===== src/rtl/seq_divider_pkg.sv =====
// Shared types and helpers for the iterative restoring divider.
// Holds the FSM state encoding, counter sizing and the slot map of the conditional negators.
package seq_divider_pkg;

    typedef enum logic [1:0] {
        ST_IDLE = 2'd0,
        ST_CALC = 2'd1,
        ST_FIX  = 2'd2
    } state_e;

    // One extra bit so the counter can represent WIDTH itself without wrapping.
    function automatic int cnt_width(input int w);
        return $clog2(w) + 1;
    endfunction

    localparam int NEG_OPA   = 0;
    localparam int NEG_OPB   = 1;
    localparam int NEG_QUO   = 2;
    localparam int NEG_REM   = 3;
    localparam int NEG_COUNT = 4;

endpackage


===== src/rtl/seq_divider_if.sv =====
// Operand/result bus between the issuing controller (master) and the divider (slave).
interface seq_divider_if #(
    parameter int WIDTH = 6
);
    logic             start;
    logic             signed_op;
    logic [WIDTH-1:0] dividend;
    logic [WIDTH-1:0] divisor;
    logic [WIDTH-1:0] quotient;
    logic [WIDTH-1:0] remainder;
    logic             busy;
    logic             done;
    logic             dbz;
    logic             ovf;

    modport master (
        output start, signed_op, dividend, divisor,
        input  quotient, remainder, busy, done, dbz, ovf
    );

    modport slave (
        input  start, signed_op, dividend, divisor,
        output quotient, remainder, busy, done, dbz, ovf
    );
endinterface


===== src/rtl/seq_divider_cond_negate.sv =====
// Two's-complement conditional negation: out = neg ? -in : in.
module seq_divider_cond_negate #(
    parameter int N = 6
) (
    input  logic [N-1:0] in_i,
    input  logic         neg_i,
    output logic [N-1:0] out_o
);
    assign out_o = neg_i ? (~in_i + N'(1)) : in_i;
endmodule


===== src/rtl/seq_divider.sv =====
// Iterative restoring divider, one quotient bit per cycle, with signed mode,
// divide-by-zero and signed-overflow flags and results held between operations.
module seq_divider
    import seq_divider_pkg::*;
#(
    parameter int WIDTH = 6
) (
    input  logic          clk,
    input  logic          rst,
    seq_divider_if.slave  bus
);

    localparam int               CNT_W     = cnt_width(WIDTH);
    localparam logic [CNT_W-1:0] LAST_STEP = CNT_W'(WIDTH - 1);
    localparam logic [WIDTH-1:0] MOST_NEG  = {1'b1, {(WIDTH-1){1'b0}}};

    state_e           state_q;
    logic [CNT_W-1:0] cnt_q;
    logic [WIDTH-1:0] p_q;
    logic [WIDTH-1:0] q_q;
    logic [WIDTH-1:0] d_q;
    logic [WIDTH-1:0] dividend_q;
    logic [WIDTH-1:0] quotient_q;
    logic [WIDTH-1:0] remainder_q;
    logic             qneg_q;
    logic             rneg_q;
    logic             busy_q;
    logic             done_q;
    logic             dbz_q;
    logic             ovf_q;

    logic [WIDTH-1:0] neg_in  [NEG_COUNT];
    logic [WIDTH-1:0] neg_out [NEG_COUNT];
    logic             neg_sel [NEG_COUNT];

    logic [WIDTH:0]   shift_p;
    logic [WIDTH:0]   trial;
    logic [WIDTH-1:0] p_d;
    logic [WIDTH-1:0] q_d;
    logic             dbz_hit;
    logic             ovf_hit;

    // Operand magnitudes on the way in, sign restoration on the way out.
    assign neg_in[NEG_OPA]  = bus.dividend;
    assign neg_sel[NEG_OPA] = bus.signed_op & bus.dividend[WIDTH-1];
    assign neg_in[NEG_OPB]  = bus.divisor;
    assign neg_sel[NEG_OPB] = bus.signed_op & bus.divisor[WIDTH-1];
    assign neg_in[NEG_QUO]  = q_q;
    assign neg_sel[NEG_QUO] = qneg_q;
    assign neg_in[NEG_REM]  = p_q;
    assign neg_sel[NEG_REM] = rneg_q;

    generate
        for (genvar gi = 0; gi < NEG_COUNT; gi++) begin : g_neg
            seq_divider_cond_negate #(.N(WIDTH)) u_neg (
                .in_i  (neg_in[gi]),
                .neg_i (neg_sel[gi]),
                .out_o (neg_out[gi])
            );
        end
    endgenerate

    // A negative trial difference means the divisor did not fit: restore P.
    assign shift_p = {p_q, q_q[WIDTH-1]};
    assign trial   = shift_p - {1'b0, d_q};
    assign p_d     = trial[WIDTH] ? shift_p[WIDTH-1:0] : trial[WIDTH-1:0];
    assign q_d     = {q_q[WIDTH-2:0], ~trial[WIDTH]};

    assign dbz_hit = (bus.divisor == '0);
    assign ovf_hit = bus.signed_op && (bus.dividend == MOST_NEG) && (bus.divisor == '1);

    always_ff @(posedge clk) begin
        if (rst) begin
            state_q     <= ST_IDLE;
            cnt_q       <= '0;
            p_q         <= '0;
            q_q         <= '0;
            d_q         <= '0;
            dividend_q  <= '0;
            quotient_q  <= '0;
            remainder_q <= '0;
            qneg_q      <= 1'b0;
            rneg_q      <= 1'b0;
            busy_q      <= 1'b0;
            done_q      <= 1'b0;
            dbz_q       <= 1'b0;
            ovf_q       <= 1'b0;
        end else begin
            done_q <= 1'b0;
            case (state_q)
                ST_IDLE: begin
                    if (bus.start) begin
                        p_q        <= '0;
                        q_q        <= neg_out[NEG_OPA];
                        d_q        <= neg_out[NEG_OPB];
                        dividend_q <= bus.dividend;
                        qneg_q     <= neg_sel[NEG_OPA] ^ neg_sel[NEG_OPB];
                        rneg_q     <= neg_sel[NEG_OPA];
                        dbz_q      <= dbz_hit;
                        ovf_q      <= ovf_hit;
                        cnt_q      <= '0;
                        busy_q     <= 1'b1;
                        state_q    <= dbz_hit ? ST_FIX : ST_CALC;
                    end
                end
                ST_CALC: begin
                    p_q   <= p_d;
                    q_q   <= q_d;
                    cnt_q <= cnt_q + CNT_W'(1);
                    if (cnt_q == LAST_STEP) begin
                        state_q <= ST_FIX;
                    end
                end
                ST_FIX: begin
                    if (dbz_q) begin
                        quotient_q  <= '1;
                        remainder_q <= dividend_q;
                    end else begin
                        quotient_q  <= neg_out[NEG_QUO];
                        remainder_q <= neg_out[NEG_REM];
                    end
                    busy_q  <= 1'b0;
                    done_q  <= 1'b1;
                    state_q <= ST_IDLE;
                end
                default: begin
                    state_q <= ST_IDLE;
                end
            endcase
        end
    end

    assign bus.quotient  = quotient_q;
    assign bus.remainder = remainder_q;
    assign bus.busy      = busy_q;
    assign bus.done      = done_q;
    assign bus.dbz       = dbz_q;
    assign bus.ovf       = ovf_q;

endmodule

===== src/flat_wrapper.sv =====
// flat-port wrapper written by rule: the top's interface ports become plain ports
module seq_divider_flat import seq_divider_pkg::*;
#(
    parameter int WIDTH = 6
)
  (clk, rst, bus_start, bus_signed_op, bus_dividend, bus_divisor, bus_quotient, bus_remainder, bus_busy, bus_done, bus_dbz, bus_ovf);
  seq_divider_if #(.WIDTH(WIDTH)) bus_i ();
  input  logic clk;
  input  logic rst;
  input wire logic [$bits(bus_i.start)-1:0] bus_start;
  input wire logic [$bits(bus_i.signed_op)-1:0] bus_signed_op;
  input wire logic [$bits(bus_i.dividend)-1:0] bus_dividend;
  input wire logic [$bits(bus_i.divisor)-1:0] bus_divisor;
  output wire logic [$bits(bus_i.quotient)-1:0] bus_quotient;
  output wire logic [$bits(bus_i.remainder)-1:0] bus_remainder;
  output wire logic [$bits(bus_i.busy)-1:0] bus_busy;
  output wire logic [$bits(bus_i.done)-1:0] bus_done;
  output wire logic [$bits(bus_i.dbz)-1:0] bus_dbz;
  output wire logic [$bits(bus_i.ovf)-1:0] bus_ovf;
  assign bus_i.start = bus_start;
  assign bus_i.signed_op = bus_signed_op;
  assign bus_i.dividend = bus_dividend;
  assign bus_i.divisor = bus_divisor;
  assign bus_quotient = bus_i.quotient;
  assign bus_remainder = bus_i.remainder;
  assign bus_busy = bus_i.busy;
  assign bus_done = bus_i.done;
  assign bus_dbz = bus_i.dbz;
  assign bus_ovf = bus_i.ovf;
  seq_divider #(.WIDTH(WIDTH)) u_core (.clk(clk), .rst(rst), .bus(bus_i));
endmodule

===== config.mk =====
export PLATFORM = sky130hd
export DESIGN_NAME = seq_divider_flat
export DESIGN_NICKNAME = d
export VERILOG_FILES = /design/src/rtl/seq_divider_pkg.sv /design/src/rtl/seq_divider_if.sv /design/src/rtl/seq_divider_cond_negate.sv /design/src/rtl/seq_divider.sv /design/src/flat_wrapper.sv
export SDC_FILE = /design/constraint.sdc
export NUM_CORES = 1
export LEC_CHECK = 0
export BUFFER_PORTS_ARGS = -buffer_cell sky130_fd_sc_hd__buf_2
export CELL_PAD_IN_SITES_DETAIL_PLACEMENT = 0
export CELL_PAD_IN_SITES_GLOBAL_PLACEMENT = 1
export CORE_UTILIZATION = 45
export CTS_BUF_LIST = sky130_fd_sc_hd__clkbuf_4 sky130_fd_sc_hd__clkbuf_8
export DETAILED_ROUTE_END_ITERATION = 10
export PLACE_DENSITY_LB_ADDON = 0.05
export SLEW_MARGIN = 10
export SYNTH_ARGS = -nofsm -noshare
export SYNTH_HDL_FRONTEND = slang
export SYNTH_SLANG_ARGS = --single-unit

===== constraint.sdc =====
create_clock -name clk -period 2.7 [get_ports clk]
set_input_delay 0.135 -clock clk [delete_from_list [all_inputs] [get_ports clk]]
set_output_delay 0.135 -clock clk [all_outputs]
set_load 0.01 [all_outputs]

# ---- Word level (Yosys, flattened, before mapping)
# Cells that the tools add are included.
dict set report word_totals {
  regBits 48
  input_bits 16
  output_inout_bits 16
  elab_cells 65
}
dict set report classes {
  addsub 6
  n_eq_ne 7
  muxes 20
  bitwise_logic 8
  reduce_logical 10
}
# operator count
set ops {}
lappend ops {{two-way mux 6 bit} 9}
lappend ops {{adder 6 x 1 -> 6 bit (second input constant)} 4}
lappend ops {{inverter 6 bit} 4}
lappend ops {{one-hot mux 6 bit (2 select lines)} 2}
lappend ops {{equality test 6 bit (second input constant)} 2}
lappend ops {{one-hot mux 4 bit (2 select lines)} 1}
lappend ops {{AND reduction 2 bit} 4}
lappend ops {{subtractor 7 x 6 -> 7 bit} 1}
lappend ops {{logical NOT 6 bit} 1}
lappend ops {{two-way mux 2 bit} 3}
lappend ops {{adder 4 x 1 -> 4 bit (second input constant)} 1}
lappend ops {{equality test 4 x 3 -> 1 bit (second input constant)} 1}
lappend ops {{two-way mux 4 bit} 1}
lappend ops {{one-hot mux 2 bit (2 select lines)} 1}
lappend ops {{nonzero test 2 bit} 2}
lappend ops {{AND 1 bit} 2}
lappend ops {{equality test 2 x 1 -> 1 bit (second input constant)} 1}
lappend ops {{equality test 2 bit (second input constant)} 1}
lappend ops {{logical AND 1 bit} 2}
lappend ops {{logical NOT 2 bit} 1}
lappend ops {{two-way mux 1 bit} 2}
lappend ops {{inequality test 2 x 1 -> 1 bit (second input constant)} 1}
lappend ops {{inequality test 2 bit (second input constant)} 1}
lappend ops {{one-hot mux 1 bit (2 select lines)} 1}
lappend ops {{other kinds (2)} 2}

# ---- Longest topological paths before layout
dict set report logic_depth {
  ltp_word 5
  ltp_mapped 9
  mapped_depth_nobuf 9
}

# ---- Cells and area by module
# A second synthesis with hierarchy kept.
dict set report unflattened {
  hier_cells 365
  area_unflattened_um2 2844.0
}
# mod n_inst cells_each area_per_inst_um2
set by_module_without_submodules {}
lappend by_module_without_submodules {seq_divider 1 301 2408.6}
lappend by_module_without_submodules {seq_divider_cond_negate 4 16 108.9}

# ---- Worst setup path before layout
# OpenSTA, ideal clock, no wires.
dict set report synth_path {
  path_type {register -> register}
  start {register u_core.q_q[5]}
  end {register u_core.p_q[0]}
  setup_time_ps 59
  arrival_ps 2163
  required_ps 2641
  slack_ps 478
  path_stages_with_launch 10
  path_buffers 0
  path_cell_list {dfxtp_1 -> inv_1 -> ha_1 -> inv_1 -> fa_1 -> a211o_1 -> a2111oi_4 -> nand3b_4 -> mux2i_1 -> a22o_1}
}
dict set report synth_between {
  elab_chain_len 3
}
# element line
set synth_rtl {}
lappend synth_rtl {{start, declared} seq_divider.sv:20} ;# logic [WIDTH-1:0] q_q;
lappend synth_rtl {{start signal, assigned} seq_divider.sv:94} ;# q_q <= neg_out[NEG_OPA];
lappend synth_rtl {{start signal, assigned} seq_divider.sv:108} ;# q_q <= q_d;
lappend synth_rtl {{subtractor 7 x 6 -> 7 bit} seq_divider.sv:65} ;# assign trial = shift_p - {1'b0, d_q};
lappend synth_rtl {{two-way mux 6 bit *} seq_divider.sv:66} ;# assign p_d = trial[WIDTH] ? shift_p[WIDTH-1:0] : trial[WIDTH-1:0];
lappend synth_rtl {{one-hot mux 6 bit (2 select lines) *} seq_divider.sv:90} ;# case (state_q)
lappend synth_rtl {{end signal, assigned} seq_divider.sv:107} ;# p_q <= p_d;
lappend synth_rtl {{end, declared} seq_divider.sv:19} ;# logic [WIDTH-1:0] p_q;
# Every way passes the cells marked *; elsewhere a longest branch is shown, timed or not.
# A chain may end at the register's enable or synchronous reset.

# ---- Final worst setup path
# Ends and elaborated chain as after synthesis.

==> out/results.ini <==
[status]
status=completed

[power_and_ir_drop]
power_density_mw_per_mm2=616
vdd_drop_max_uv=273
p_total_mw=1.84
p_leak_nw=1.21

[setup_path]
cp_slowest_stage_delay_ns=0.47
reg2reg_setup_slack_ns=0.29
crit_required_ns=2.95
cp.buffers_inverters=2
cp-start-kind=flop
worstPathCellList=inv_1 -> ha_1 -> inv_1 -> fa_1 -> a211o_1 -> a2111oi_4 -> nand3b_4 -> mux2i_1 -> a22o_1
r2r_cells=9
r2r_end=u_core.p_q[0]
slowest_stage=fa_1
cp_max_fo=10
rr_startpoint=u_core.q_q[5]
worst-setup-path-type=flop to flop
cp_common_cell=inv_1
cp-end-kind=flop
critPathArrivalTime_ns=2.65
crit_family=compound AO/OA/AOI/OAI gates

[final_layout]
final_area_sq_mm=0.00299
antenna_cells=0
drive_above_1_share=0.137
finalNetCount=387
final_cells=430
final_util=0.534
nFillCells=599
syn_to_final_growth_pct=12.9

[synthesis]
avgSynthCellArea_sq_um=7.99
synth.most_common_cell=dfxtp_1
async_flop_share=0
synth_cells=332
ys.flop_type=dfxtp_1
synth_seq_cells=48
syn-num-nets=362
synth_commonest_cells=48 x dfxtp_1, 42 x nor2_1, 40 x nand2_1
yosys.area.top_type=dfxtp_1
synth_cell_type_count=48
synth_area_leaders=dfxtp_1 36%, ha_1 6.1%, nor2_1 5.9%
yosysWarningCount=0
ys_seq_area_frac=0.362
synth_edf_count=0
netlist_area_sq_mm=0.00265
synth.top_cell.area_share=0.362

[sta]
fin_crit_sh=0.891
layout_min_cycle_time_ns=2.41
rsz0062_at_grt=false
setup_violations=0
hold_viol=0
setup_slack_ns=0.295
hold_ws_ns=0.110
maxSlewViolCount=0
slew_headroom=0.408
max_freq_ghz=0.416
finClkSkew_ns=0.0116
fin_tns_setup_ns=0
worst_pin_slew_ns=0.887

[detailed_routing]
drt.antenna.violating_nets=0
route.detailed.drc=0
drtIter0Drc=137
wl_per_cell_microns=13.9
first_pass_iters=5
num_vias=2307
wirelength_microns=6000
drt-vias-per-instance=5.37

[global_routing]
grt_pass1_vias=2088
grt_max_degree=29
antenna_found_initial=0
track_usage=0.213
grt_pass1_wl_microns=10300
overflow=0

[clock_network]
cts_resized=0
clock_path_buffers=2
postCtsSetupBuffers=0
clkTransAtPathRegs_ns=0.09
root_buffer=clkbuf_8
cts.sinks=48
numCtsBuffers=5
htree_levels=2
cts_tree=yes
cts_hold_buf=0
clk_latency_ns=0.31

[run]
cap_violations=0

[floorplan]
core_sq_mm=0.00561
dieArea_sq_mm=0.00620
die_x_microns=78.8
pin_count=32
fp.dieH_microns=78.8
fp-row-count=27
start_util=0.473

[worst_hold_path]
hp-class=input port to flop
holdCritStartpoint=bus_dividend[4]
whs_endpoint=u_core.dividend_q[4]
min_path_cells=3

[place]
dpl_cell_area_sq_mm=0.00286
dpl.hpwl_microns=4550
place_ws_ns=0.348
port_buffers=31
dp_cells=422
place_congestion=0.802

-- power by group --
group	total [mW]	internal (mW)	switching, mW
Combinational	0.412	0.174	0.238
Sequential	0.801	0.753	0.0484
Clock	0.630	0.373	0.257
Total	1.84	1.30	0.543
-- state kept, by name (all words and copies together) (netlist names), 2 cells and up --
signal	cells
u_core.p_q	6
u_core.state_q	2
u_core.q_q	6
u_core.bus.remainder	6
u_core.d_q	6
u_core.cnt_q	4
u_core.dividend_q	6
u_core.bus.quotient	6
-- how the worst max path moves through the flow --
stage / slack [ns] / cells after the start / end / startpoint
after floorplan: 0.48 / 9 / u_core.p_q[0] / u_core.q_q[5]
after global placement: 0.38 / 9 / u_core.p_q[3] / u_core.q_q[5]
after detailed placement: 0.35 / 9 / u_core.p_q[0] / u_core.q_q[5]
after CTS: 0.28 / 9 / u_core.p_q[0] / u_core.q_q[5]
after global routing: 0.12 / 9 / u_core.p_q[0] / u_core.q_q[5]
final: 0.29 / 9 / u_core.p_q[0] / u_core.q_q[5]
-- area by class of cell --
type,instances,area [sq um],share of cell area
Tap cell,72,90.1,0.0301
Multi-Input combinational cell,248,1550,0.519
Sequential cell,48,961,0.321
Clock buffer,5,68.8,0.0230
Inverter,20,75.1,0.0251
Clock inverter,3,68.8,0.0230
Timing Repair Buffer,34,178,0.0593
-- worst register-to-register path: stages, from the launching register on --
cell	delay (ns)
dfxtp_1	0.34
inv_1	0.07
ha_1	0.15
inv_1	0.06
fa_1	0.47
a211o_1	0.33
a2111oi_4	0.30
nand3b_4	0.25
mux2i_1	0.23
a22o_1	0.15
-- layer usage --
metal  global-route usage  routed length, microns  vias to the layer above
li1                     -                       -                     1210
met1                0.310                    3200                     1042
met2                0.317                    2540                       48
met3               0.0368                     184                        7
met4               0.0667                      62                        0
met5                    0                       0                        -
-- placed cells by master (no fill, tap or decap), types with 2 or more instances in the layout --
cell / count
dfxtp_1: 48
nor2_1: 42
nand2_1: 40
buf_2: 31
a21oi_1: 30
inv_1: 20
nor3_1: 13
ha_1: 13
xnor2_1: 9
nand2b_1: 8
xor2_1: 8
nand3_1: 8
o31ai_1: 7
o21ai_0: 7
nor2b_1: 6
a211oi_1: 6
clkbuf_8: 5
or3_1: 4
mux2i_1: 4
a222oi_1: 4
nor3b_1: 3
nand4_1: 3
buf_4: 3
a311oi_1: 2
or2_2: 2
o21a_1: 2
a2bb2oi_1: 2
o21ai_1: 2
o311ai_1: 2
o211ai_1: 2
bufinv_16: 2
-- cell families after synthesis --
logic type                 Yosys count  share of synthesized area
and+or+nand+nor                    135                      0.241
AOI/OAI and AO/OA                   77                      0.201
xor gates and xnor gates            17                     0.0562
DFF                                 48                      0.362
buffers and inverters               36                     0.0519
adders and majority gates           14                     0.0689
muxes                                5                     0.0193
Note: power is estimated with default switching activity, not from simulation.
